File: config.mk
export PLATFORM = sky130hd
export DESIGN_NAME = vc_pop_arbiter
export DESIGN_NICKNAME = d
export VERILOG_FILES = /design/src/rtl/pcie_tl_pkg.sv /design/src/rtl/vc_pop_arbiter_rr_pick.sv /design/src/rtl/vc_pop_arbiter.sv
export SDC_FILE = /design/constraint.sdc
export NUM_CORES = 1
export LEC_CHECK = 0
export ABC_AREA = 0
export CAP_MARGIN = 25
export CORE_MARGIN = 10
export CORE_UTILIZATION = 38
export DETAILED_ROUTE_END_ITERATION = 7
export PLACE_DENSITY = 0.82
export SETUP_SLACK_MARGIN = 0.15
export SYNTH_ARGS = -nofsm -noshare
export SYNTH_HDL_FRONTEND = slang
export SYNTH_SLANG_ARGS = --single-unit
File: constraint.sdc
create_clock -name clk -period 3.15 [get_ports clk]
set_input_delay 0.315 -clock clk [delete_from_list [all_inputs] [get_ports clk]]
set_output_delay 0.315 -clock clk [all_outputs]
set_load 0.1 [all_outputs]
File: src/rtl/pcie_tl_pkg.sv
// Shared constants for the transaction-layer VC pop arbiter: sizing defaults
// and FSM state encodings.
package pcie_tl_pkg;

    localparam int unsigned PKG_NUM_REQ = 4;
    localparam int unsigned PKG_DATA_W  = 10;
    localparam int unsigned IDX_W       = 2;
    localparam int unsigned BURST_W     = 3;

    localparam logic [1:0] ST_IDLE  = 2'd0;
    localparam logic [1:0] ST_GRANT = 2'd1;
    localparam logic [1:0] ST_XFER  = 2'd2;

endpackage

File: src/rtl/vc_pop_arbiter_rr_pick.sv
// rr_pick: combinational rotating-priority winner select. The search starts
// one past the last grant and wraps, so last = NUM_REQ-1 gives fixed priority
// with requester 0 highest.
module rr_pick
    import pcie_tl_pkg::*;
#(
    parameter int unsigned NUM_REQ = PKG_NUM_REQ
) (
    input  logic [NUM_REQ-1:0] req,
    input  logic [IDX_W-1:0]   last,
    output logic [NUM_REQ-1:0] win,
    output logic [IDX_W-1:0]   win_idx,
    output logic               found
);

    logic [IDX_W-1:0] cand;

    // First requester found walking upward from last+1, modulo NUM_REQ.
    always_comb begin
        win     = '0;
        win_idx = '0;
        found   = 1'b0;
        cand    = '0;
        for (int unsigned i = 1; i <= NUM_REQ; i++) begin
            cand = IDX_W'(32'(last) + i);
            if (!found && req[cand]) begin
                found     = 1'b1;
                win[cand] = 1'b1;
                win_idx   = cand;
            end
        end
    end

endmodule

File: src/rtl/vc_pop_arbiter.sv
// vc_pop_arbiter: pops words from NUM_REQ requester FIFOs into one downstream
// FIFO. Round-robin grants with bursts of up to MAX_BURST words.
// Build option STRICT_PRIO_EN: fixed priority (requester 0 highest) with
// re-arbitration after every word; MAX_BURST is then not used.
module vc_pop_arbiter
    import pcie_tl_pkg::*;
#(
    parameter int unsigned NUM_REQ   = PKG_NUM_REQ,
    parameter int unsigned DATA_W    = PKG_DATA_W,
    parameter int unsigned MAX_BURST = 4
) (
    input  logic                      clk,
    input  logic                      reset_L,
    input  logic                      enable,
    input  logic [NUM_REQ-1:0]        fifo_empty,
    input  logic [NUM_REQ*DATA_W-1:0] fifo_data,
    input  logic                      dest_almost_full,
    output logic [NUM_REQ-1:0]        fifo_pop,
    output logic [DATA_W-1:0]         out_data,
    output logic                      out_push,
    output logic [1:0]                grant_id,
    output logic                      busy
);

    logic [1:0]         state;
    logic [1:0]         state_nxt;
    logic [IDX_W-1:0]   grant_nxt;
    logic [BURST_W-1:0] burst_cnt;
    logic [BURST_W-1:0] burst_nxt;
    logic [BURST_W-1:0] burst_inc;
    logic [IDX_W-1:0]   pop_idx;
    logic [NUM_REQ-1:0] req;
    logic               any_req;
    logic               pop_en;
    logic [IDX_W-1:0]   pick_last;
    logic [NUM_REQ-1:0] pick_win;
    logic [IDX_W-1:0]   pick_idx;
    logic               pick_found;

    assign req       = ~fifo_empty;
    assign any_req   = |req;
    assign burst_inc = burst_cnt + BURST_W'(1);

`ifdef STRICT_PRIO_EN
    assign pick_last = IDX_W'(NUM_REQ - 1);
`else
    assign pick_last = grant_id;
`endif

    rr_pick #(
        .NUM_REQ (NUM_REQ)
    ) u_rr_pick (
        .req     (req),
        .last    (pick_last),
        .win     (pick_win),
        .win_idx (pick_idx),
        .found   (pick_found)
    );

    // Pop is decided in the same cycle from live flags so an emptied FIFO is
    // never popped and a burst runs at one word per cycle.
    assign pop_en   = (state == ST_XFER) && enable && !dest_almost_full
                      && !fifo_empty[grant_id];
    assign fifo_pop = pop_en ? (NUM_REQ'(1) << grant_id) : '0;
    assign busy     = (state != ST_IDLE);

    // Read data arrives the cycle after the pop, aligned with out_push.
    assign out_data = out_push ? fifo_data[int'(pop_idx)*DATA_W +: DATA_W] : '0;

    // Next-state, grant and burst-count decode.
    always_comb begin
        state_nxt = state;
        grant_nxt = grant_id;
        burst_nxt = burst_cnt;
        case (state)
            ST_IDLE: begin
                if (enable && any_req) begin
                    state_nxt = ST_GRANT;
                end
            end
            ST_GRANT: begin
                if (enable && pick_found) begin
                    grant_nxt = pick_idx;
                    burst_nxt = '0;
                    state_nxt = ST_XFER;
                end else begin
                    state_nxt = ST_IDLE;
                end
            end
            ST_XFER: begin
                if (!enable || !any_req) begin
                    state_nxt = ST_IDLE;
                end else if (!dest_almost_full) begin
                    if (pop_en) begin
                        burst_nxt = burst_inc;
`ifdef STRICT_PRIO_EN
                        state_nxt = ST_GRANT;
`else
                        if (burst_inc == BURST_W'(MAX_BURST)) begin
                            state_nxt = ST_GRANT;
                        end
`endif
                    end else begin
                        // granted FIFO drained while another still holds data
                        state_nxt = ST_GRANT;
                    end
                end
            end
            default: begin
                state_nxt = ST_IDLE;
            end
        endcase
    end

    // State, grant pointer, burst count and push pipeline registers.
    always_ff @(posedge clk or negedge reset_L) begin
        if (!reset_L) begin
            state     <= ST_IDLE;
            grant_id  <= IDX_W'(NUM_REQ - 1);
            burst_cnt <= '0;
            out_push  <= 1'b0;
            pop_idx   <= '0;
        end else begin
            state     <= state_nxt;
            grant_id  <= grant_nxt;
            burst_cnt <= burst_nxt;
            out_push  <= pop_en;
            if (pop_en) begin
                pop_idx <= grant_id;
            end
        end
    end

    logic unused_ok;
    assign unused_ok = &{1'b0, pick_win};

endmodule

==> flow_summary_export.csv, run 1 <==
group,metric,value,unit
status,outcome,"completed",
layout,drive_above_1_share,26.2,%
synthesis,yosysSeqAreaShare,22.7,%
clock_tree,clkSinkCount,10,
place,place_hpwl,3.00,mm
drt,drt_iter0_drc,31,
drt,drc,0,
sta,fin_crit,2.56,ns
synthesis,syn_area_per_cell,11.3,sq um
sta,max_slew_margin,34.8,%
die,die_x,74.1,microns
hold_path,hp-class,"in2async",
setup_path,crit_path_end_kind,"output port",
clock_tree,postCtsHoldBufs,0,
sta,tns,0,ns
drt,dr_total_vias,1067,
synthesis,synthArstFlopShare,100,%
die,die_area,0.00549,sq mm
sta,fin_ws,0.588,ns
synthesis,syn_inst,98,
sta,skew,0.00434,ns
die,start_util,39.9,%
clock_tree,cts_buffers,3,
setup_path,crit_type,"reg2out",
flow_run,maxCapViolCount,0,
synthesis,synth_edf_count,0,
global_routing,grtUsageTotal,13.0,%
pwr,pwr_density_cell,646,mW/mm^2
layout,area_growth,64.2,%
setup_path,cp_max_fo,14,
place,place_ws,0.609,ns
global_routing,grt_pass1_wl,5.66,mm
setup_path,start_kind,"flip-flop",
place,gp_congestion,0.830,
drt,drt-vias-per-instance,5.47,
sta,report.final.slew_viol_count,0,
die,row_count,19,
sta,finalCritPeriodShare,81.3,%
layout,diodes,0,
clock_tree,cts_max_level,1,
sta,setup_viol,0,
drt,firstDrtPassIters,2,
synthesis,synth.cell_area,0.00111,sq mm
layout,layout_common_cells,"48 x clkdlybuf4s50_1, 15 x and2_1, 13 x mux4_2, 13 x buf_4, 8 x dfrtp_1",
clock_tree,cts_tree,"done",
synthesis,synth_seq_cells,10,
die,num_io_pins,66,
synthesis,synth_flop_cell,"dfrtp_1",
clock_tree,clk_latency,0.27,ns
sta,max_freq,390,MHz
sta,rsz0062_at_grt,"false",
clock_tree,post_cts_buffers,0,
die,dieHeight,74.1,microns
sta,finalHoldViolCount,0,
layout,final_nets,219,
setup_path,required,2.83,ns
drt,drt-total-wl,3.48,mm
clock_tree,root_buffer,"clkbuf_4",
place,placed_area,0.00179,sq mm
sta,tightestPinTransition,0.974,ns
global_routing,overflow,0,
pwr,peakVddDrop,0.625,mV
global_routing,grt_pass1_vias,1113,
pwr,p_leak,0.778,nW
drt,wire_per_inst,17.9,microns
synthesis,yosysWarnings,0,
place,io_buffers,65,
layout,layout_commonest_cell,"clkdlybuf4s50_1",
clock_tree,ctsResizeCount,0,
clock_tree,path_clk_slew,0.07,ns
global_routing,antenna_found_initial,0,
clock_tree,clockBufferDepth,2,
setup_path,worstPathArrival,2.25,ns
layout,fillers,223,
global_routing,grt_start_max_net_pins,15,
pwr,power,1.18,mW
synthesis,syn_nets,152,
layout,fin_area,0.00182,sq mm
synthesis,synth_cell_types,41,
die,fp.coreArea,0.00278,sq mm
drt,antenna_left,0,
cells by family after synthesis:
logic type,Yosys count,share of synthesized area (%)
AND/OR/NAND/NOR,36,20.8
multiplexers,19,33.9
AO/OA/AOI/OAI,17,10.7
flip-flops,10,22.7
buffers and inverters,8,3.49
adder cells (fa/ha/maj),6,6.76
XOR/XNOR,2,1.58
worst max-delay path: stages (launching register included):
cell	delay (ns)
dfstp_2	0.70
mux4_2	0.63
nor2_2	0.25
and2_1	0.21
buf_12	0.18
final cells by class:
cell class / instances / area [sq um] / area share, %
clock buffers: 4 / 36.3 / 1.99
inverters: 5 / 18.8 / 1.03
multi-input cells: 80 / 820 / 44.9
flip-flops and latches: 10 / 253 / 13.9
well taps: 31 / 38.8 / 2.13
repair buffers: 65 / 658 / 36.1
cells in the mapped netlist, types with 2 or more instances:
| cell | n | area share, % |
|---|---|---|
| and2_1 | 15 | 8.4 |
| mux4_2 | 13 | 26 |
| dfrtp_1 | 8 | 18 |
| ha_1 | 6 | 6.8 |
| inv_1 | 5 | 1.7 |
| nand2b_1 | 4 | 2.3 |
| a21oi_1 | 3 | 1.4 |
| nor2b_1 | 3 | 1.7 |
| o21ai_0 | 3 | 1.4 |
| a31oi_1 | 2 | 1.1 |
| and2b_1 | 2 | 1.4 |
| dfstp_2 | 2 | 4.7 |
| mux2i_1 | 2 | 1.8 |
| nand2_1 | 2 | 0.68 |
| nor2_1 | 2 | 0.68 |
final timing paths:
| path | from | to | slack (ns) | depth (start not counted) |
|---|---|---|---|---|
| worst min-delay path | reset_L | burst_cnt[1]$_DFFE_PN0P_ | 0.35 | 1 |
| worst min register to register | state[0]$_DFFE_PN0P_ | state[0]$_DFFE_PN0P_ | 0.54 | 1 |
| worst max register to register | grant_id[0]$_DFFE_PN1P_ | burst_cnt[0]$_DFFE_PN0P_ | 0.62 | 6 |
| min in group clk | state[0]$_DFFE_PN0P_ | state[0]$_DFFE_PN0P_ | 0.54 | 1 |
| max in group asynchronous | reset_L | grant_id[0]$_DFFE_PN1P_ | 2.47 | 1 |
| worst max-delay path | grant_id[0]$_DFFE_PN1P_ | fifo_pop[0] | 0.59 | 4 |
sequential cells by signal (all words and copies together) (netlist names):
name,flops
pop_idx,2
burst_cnt,3
state,2
grant_id,2
out_push,1
stage by stage:
| stage | hold slack (ns) | utilization, % | cells |
|---|---|---|---|
| after floorplan | 0.0194 | - | 98 |
| after global placement | 0.516 | 64.3 | 191 |
| after detailed placement | 0.531 | 64.3 | 191 |
| after CTS | 0.370 | 65.6 | 195 |
| after global routing | 0.382 | 65.6 | 195 |
| final | 0.346 | 65.6 | 195 |
where the power goes:
group	switching (mW)	internal, mW
logic	0.386	0.368
clock network	0.0485	0.0703
registers	0.126	0.179
layer usage:
layer	global-route usage (%)	up-vias	share of wire (%)	wire length (microns)
li1	-	510	-	-
met1	14.0	506	39	1350
met2	24.0	44	51	1780
met3	2.79	7	8.1	281
met4	5.18	0	2.0	68
met5	0	-	0	0
No activity file was read; power rests on OpenSTA's default activity.
==> run 2: changes to the inputs <==
--- a/config.mk
+++ b/config.mk
@@ -8,9 +8,9 @@
 export ABC_AREA = 0
 export CAP_MARGIN = 25
 export CORE_MARGIN = 10
-export CORE_UTILIZATION = 38
+export CORE_UTILIZATION = 34
 export DETAILED_ROUTE_END_ITERATION = 7
-export PLACE_DENSITY = 0.82
+export PLACE_DENSITY = 0.78
 export SETUP_SLACK_MARGIN = 0.15
 export SYNTH_ARGS = -nofsm -noshare
 export SYNTH_HDL_FRONTEND = slang
==> constraint.sdc (replaced) <==
create_clock -name clk -period 2.1 [get_ports clk]
set_input_delay 0.21 -clock clk [delete_from_list [all_inputs] [get_ports clk]]
set_output_delay 0.21 -clock clk [all_outputs]
set_load 0.1 [all_outputs]
==> run 2 against run 1 <==
- the run now ends with setup timing left
- via count rose by 12%
- total power is 88% higher
- design area up 22%
- non-clock buffer count grew 18
==> flow_summary_export.csv, run 2 (synthesized netlist as in run 1, its figures left out) <==
group,metric,value,unit
flow_run,maxCapViolCount,0,
die,num_io_pins,66,
die,die_x,77.2,microns
drt,drt-vias-per-instance,5.29,
place,placed_cells,216,
place,place_hpwl,3.65,mm
clock_tree,clkSinkCount,10,
layout,layout_common_cells,"47 x clkdlybuf4s50_1, 17 x buf_4, 17 x buf_12, 14 x mux4_2, 14 x and2_4",
pwr,peakVddDrop,0.957,mV
place,io_buffers,65,
clock_tree,cts_buffers,3,
clock_tree,clk_latency,0.28,ns
drt,firstDrtPassIters,4,
place,placed_area,0.00207,sq mm
drt,drc,0,
clock_tree,cts_tree,"done",
sta,max_slew_margin,70.1,%
layout,final_cells,226,
status,outcome,"finished, violations left",
global_routing,grt_start_max_net_pins,12,
global_routing,grt_pass1_vias,1266,
die,dieHeight,77.2,microns
sta,report.final.slew_viol_count,0,
pwr,power,2.21,mW
layout,area_growth,100,%
setup_path,r2r_start,"grant_id[0]$_DFFE_PN1P_",
pwr,p_leak,0.925,nW
clock_tree,path_clk_slew,0.08,ns
setup_path,cp_max_fo,5,
setup_path,crit_path_end_kind,"output port",
die,fp.coreArea,0.00310,sq mm
place,place_ws,0.00726,ns
layout,fin_area,0.00222,sq mm
layout,diodes,0,
setup_path,crit_type,"reg2out",
sta,fin_crit,2.18,ns
die,row_count,20,
setup_path,worstPathArrival,1.97,ns
layout,largest_reg_flops,3,
status,violations,"setup timing",
sta,finalCritPeriodShare,104,%
sta,tns,-0.566,ns
die,start_util,35.8,%
clock_tree,clockBufferDepth,2,
layout,drive_above_1_share,46.2,%
sta,tightestPinTransition,0.448,ns
drt,dr_total_vias,1196,
setup_path,startpoint,"grant_id[0]$_DFFE_PN1P_",
place,gp_congestion,0.885,
drt,drt-total-wl,4.43,mm
layout,layout_commonest_cell,"clkdlybuf4s50_1",
sta,skew,0.00949,ns
sta,rsz0062_at_grt,"true",
sta,finalHoldViolCount,0,
drt,antenna_left,0,
sta,setup_viol,9,
global_routing,grt_pass1_wl,6.93,mm
sta,max_freq,458,MHz
die,die_area,0.00595,sq mm
global_routing,grtUsageTotal,14.4,%
drt,drt_iter0_drc,52,
setup_path,start_kind,"flip-flop",
global_routing,antenna_found_initial,0,
pwr,pwr_density_cell,994,mW/mm^2
layout,regMostFlops,"burst_cnt",
hold_path,hp-class,"in2async",
setup_path,required,1.89,ns
clock_tree,root_buffer,"clkbuf_4",
drt,wire_per_inst,19.6,microns
layout,final_nets,237,
global_routing,overflow,0,
clock_tree,cts_max_level,1,
sta,fin_ws,-0.0817,ns
[run 2: cell types whose count changed in the layout (fill, tap and decap cells not counted), moves of 2 or more]
cell | before | now
and2_1 | 15 | 1
and2_4 | 0 | 14
buf_12 | 4 | 17
buf_4 | 13 | 17
buf_6 | 0 | 2
dfstp_2 | 2 | 0
dfstp_4 | 0 | 2
[run 2: layout make-up]
cell class | count | area [sq um]
Clock buffer | 4 | 36.3
Fill cell | 241 | 878
Inverter | 5 | 23.8
Multi-Input combinational cell | 80 | 885
Sequential cell | 10 | 264
Tap cell | 44 | 55.1
Timing Repair Buffer | 83 | 961
[run 2: timing repair]
action	CTS	global route
endpoints found under the setup margin	22	22
hold buffers	0	0
cloned	0	0
buffers inserted	5	1
pin swaps	6	3
gates resized for setup	9	11
[run 2: where the power goes]
part           internal [mW]  switching, mW
combinational          0.834          0.801
clock                  0.106         0.0791
sequential             0.285          0.106
total                   1.23          0.986
[run 2: path summary, 6_finish.rpt]
kind,to,slack [ns],cells after the start
worst min-delay path,burst_cnt[0]$_DFFE_PN0P_,0.24,1
min in group clk,burst_cnt[1]$_DFFE_PN0P_,0.57,2
worst max register to register,grant_id[1]$_DFFE_PN1P_,-0.08,6
worst max-delay path,fifo_pop[0],-0.08,4
max in group asynchronous,pop_idx[0]$_DFFE_PN0P_,1.52,1
worst min register to register,burst_cnt[1]$_DFFE_PN0P_,0.57,2
[run 2: worst max-delay path, stage by stage (launching register included)]
cell and delay (ns):
dfstp_4 0.65, mux4_2 0.55, nor2_4 0.15, and2_4 0.17
buf_12 0.16
[run 2: per-layer routing]
metal	up-vias	share of wire, %	track usage (%)
met5	-	0	0
met1	578	40	16.0
met3	6	8.9	4.31
li1	546	-	-
met2	66	50	25.9
met4	0	1.1	3.83
[run 2: stage by stage]
stage | util [%] | hold WS [ns]
after floorplan | - | -0.0856
after global placement | 66.8 | 0.513
after detailed placement | 66.8 | 0.531
after CTS | 70.8 | 0.260
after global routing | 71.7 | 0.276
final | 71.7 | 0.237
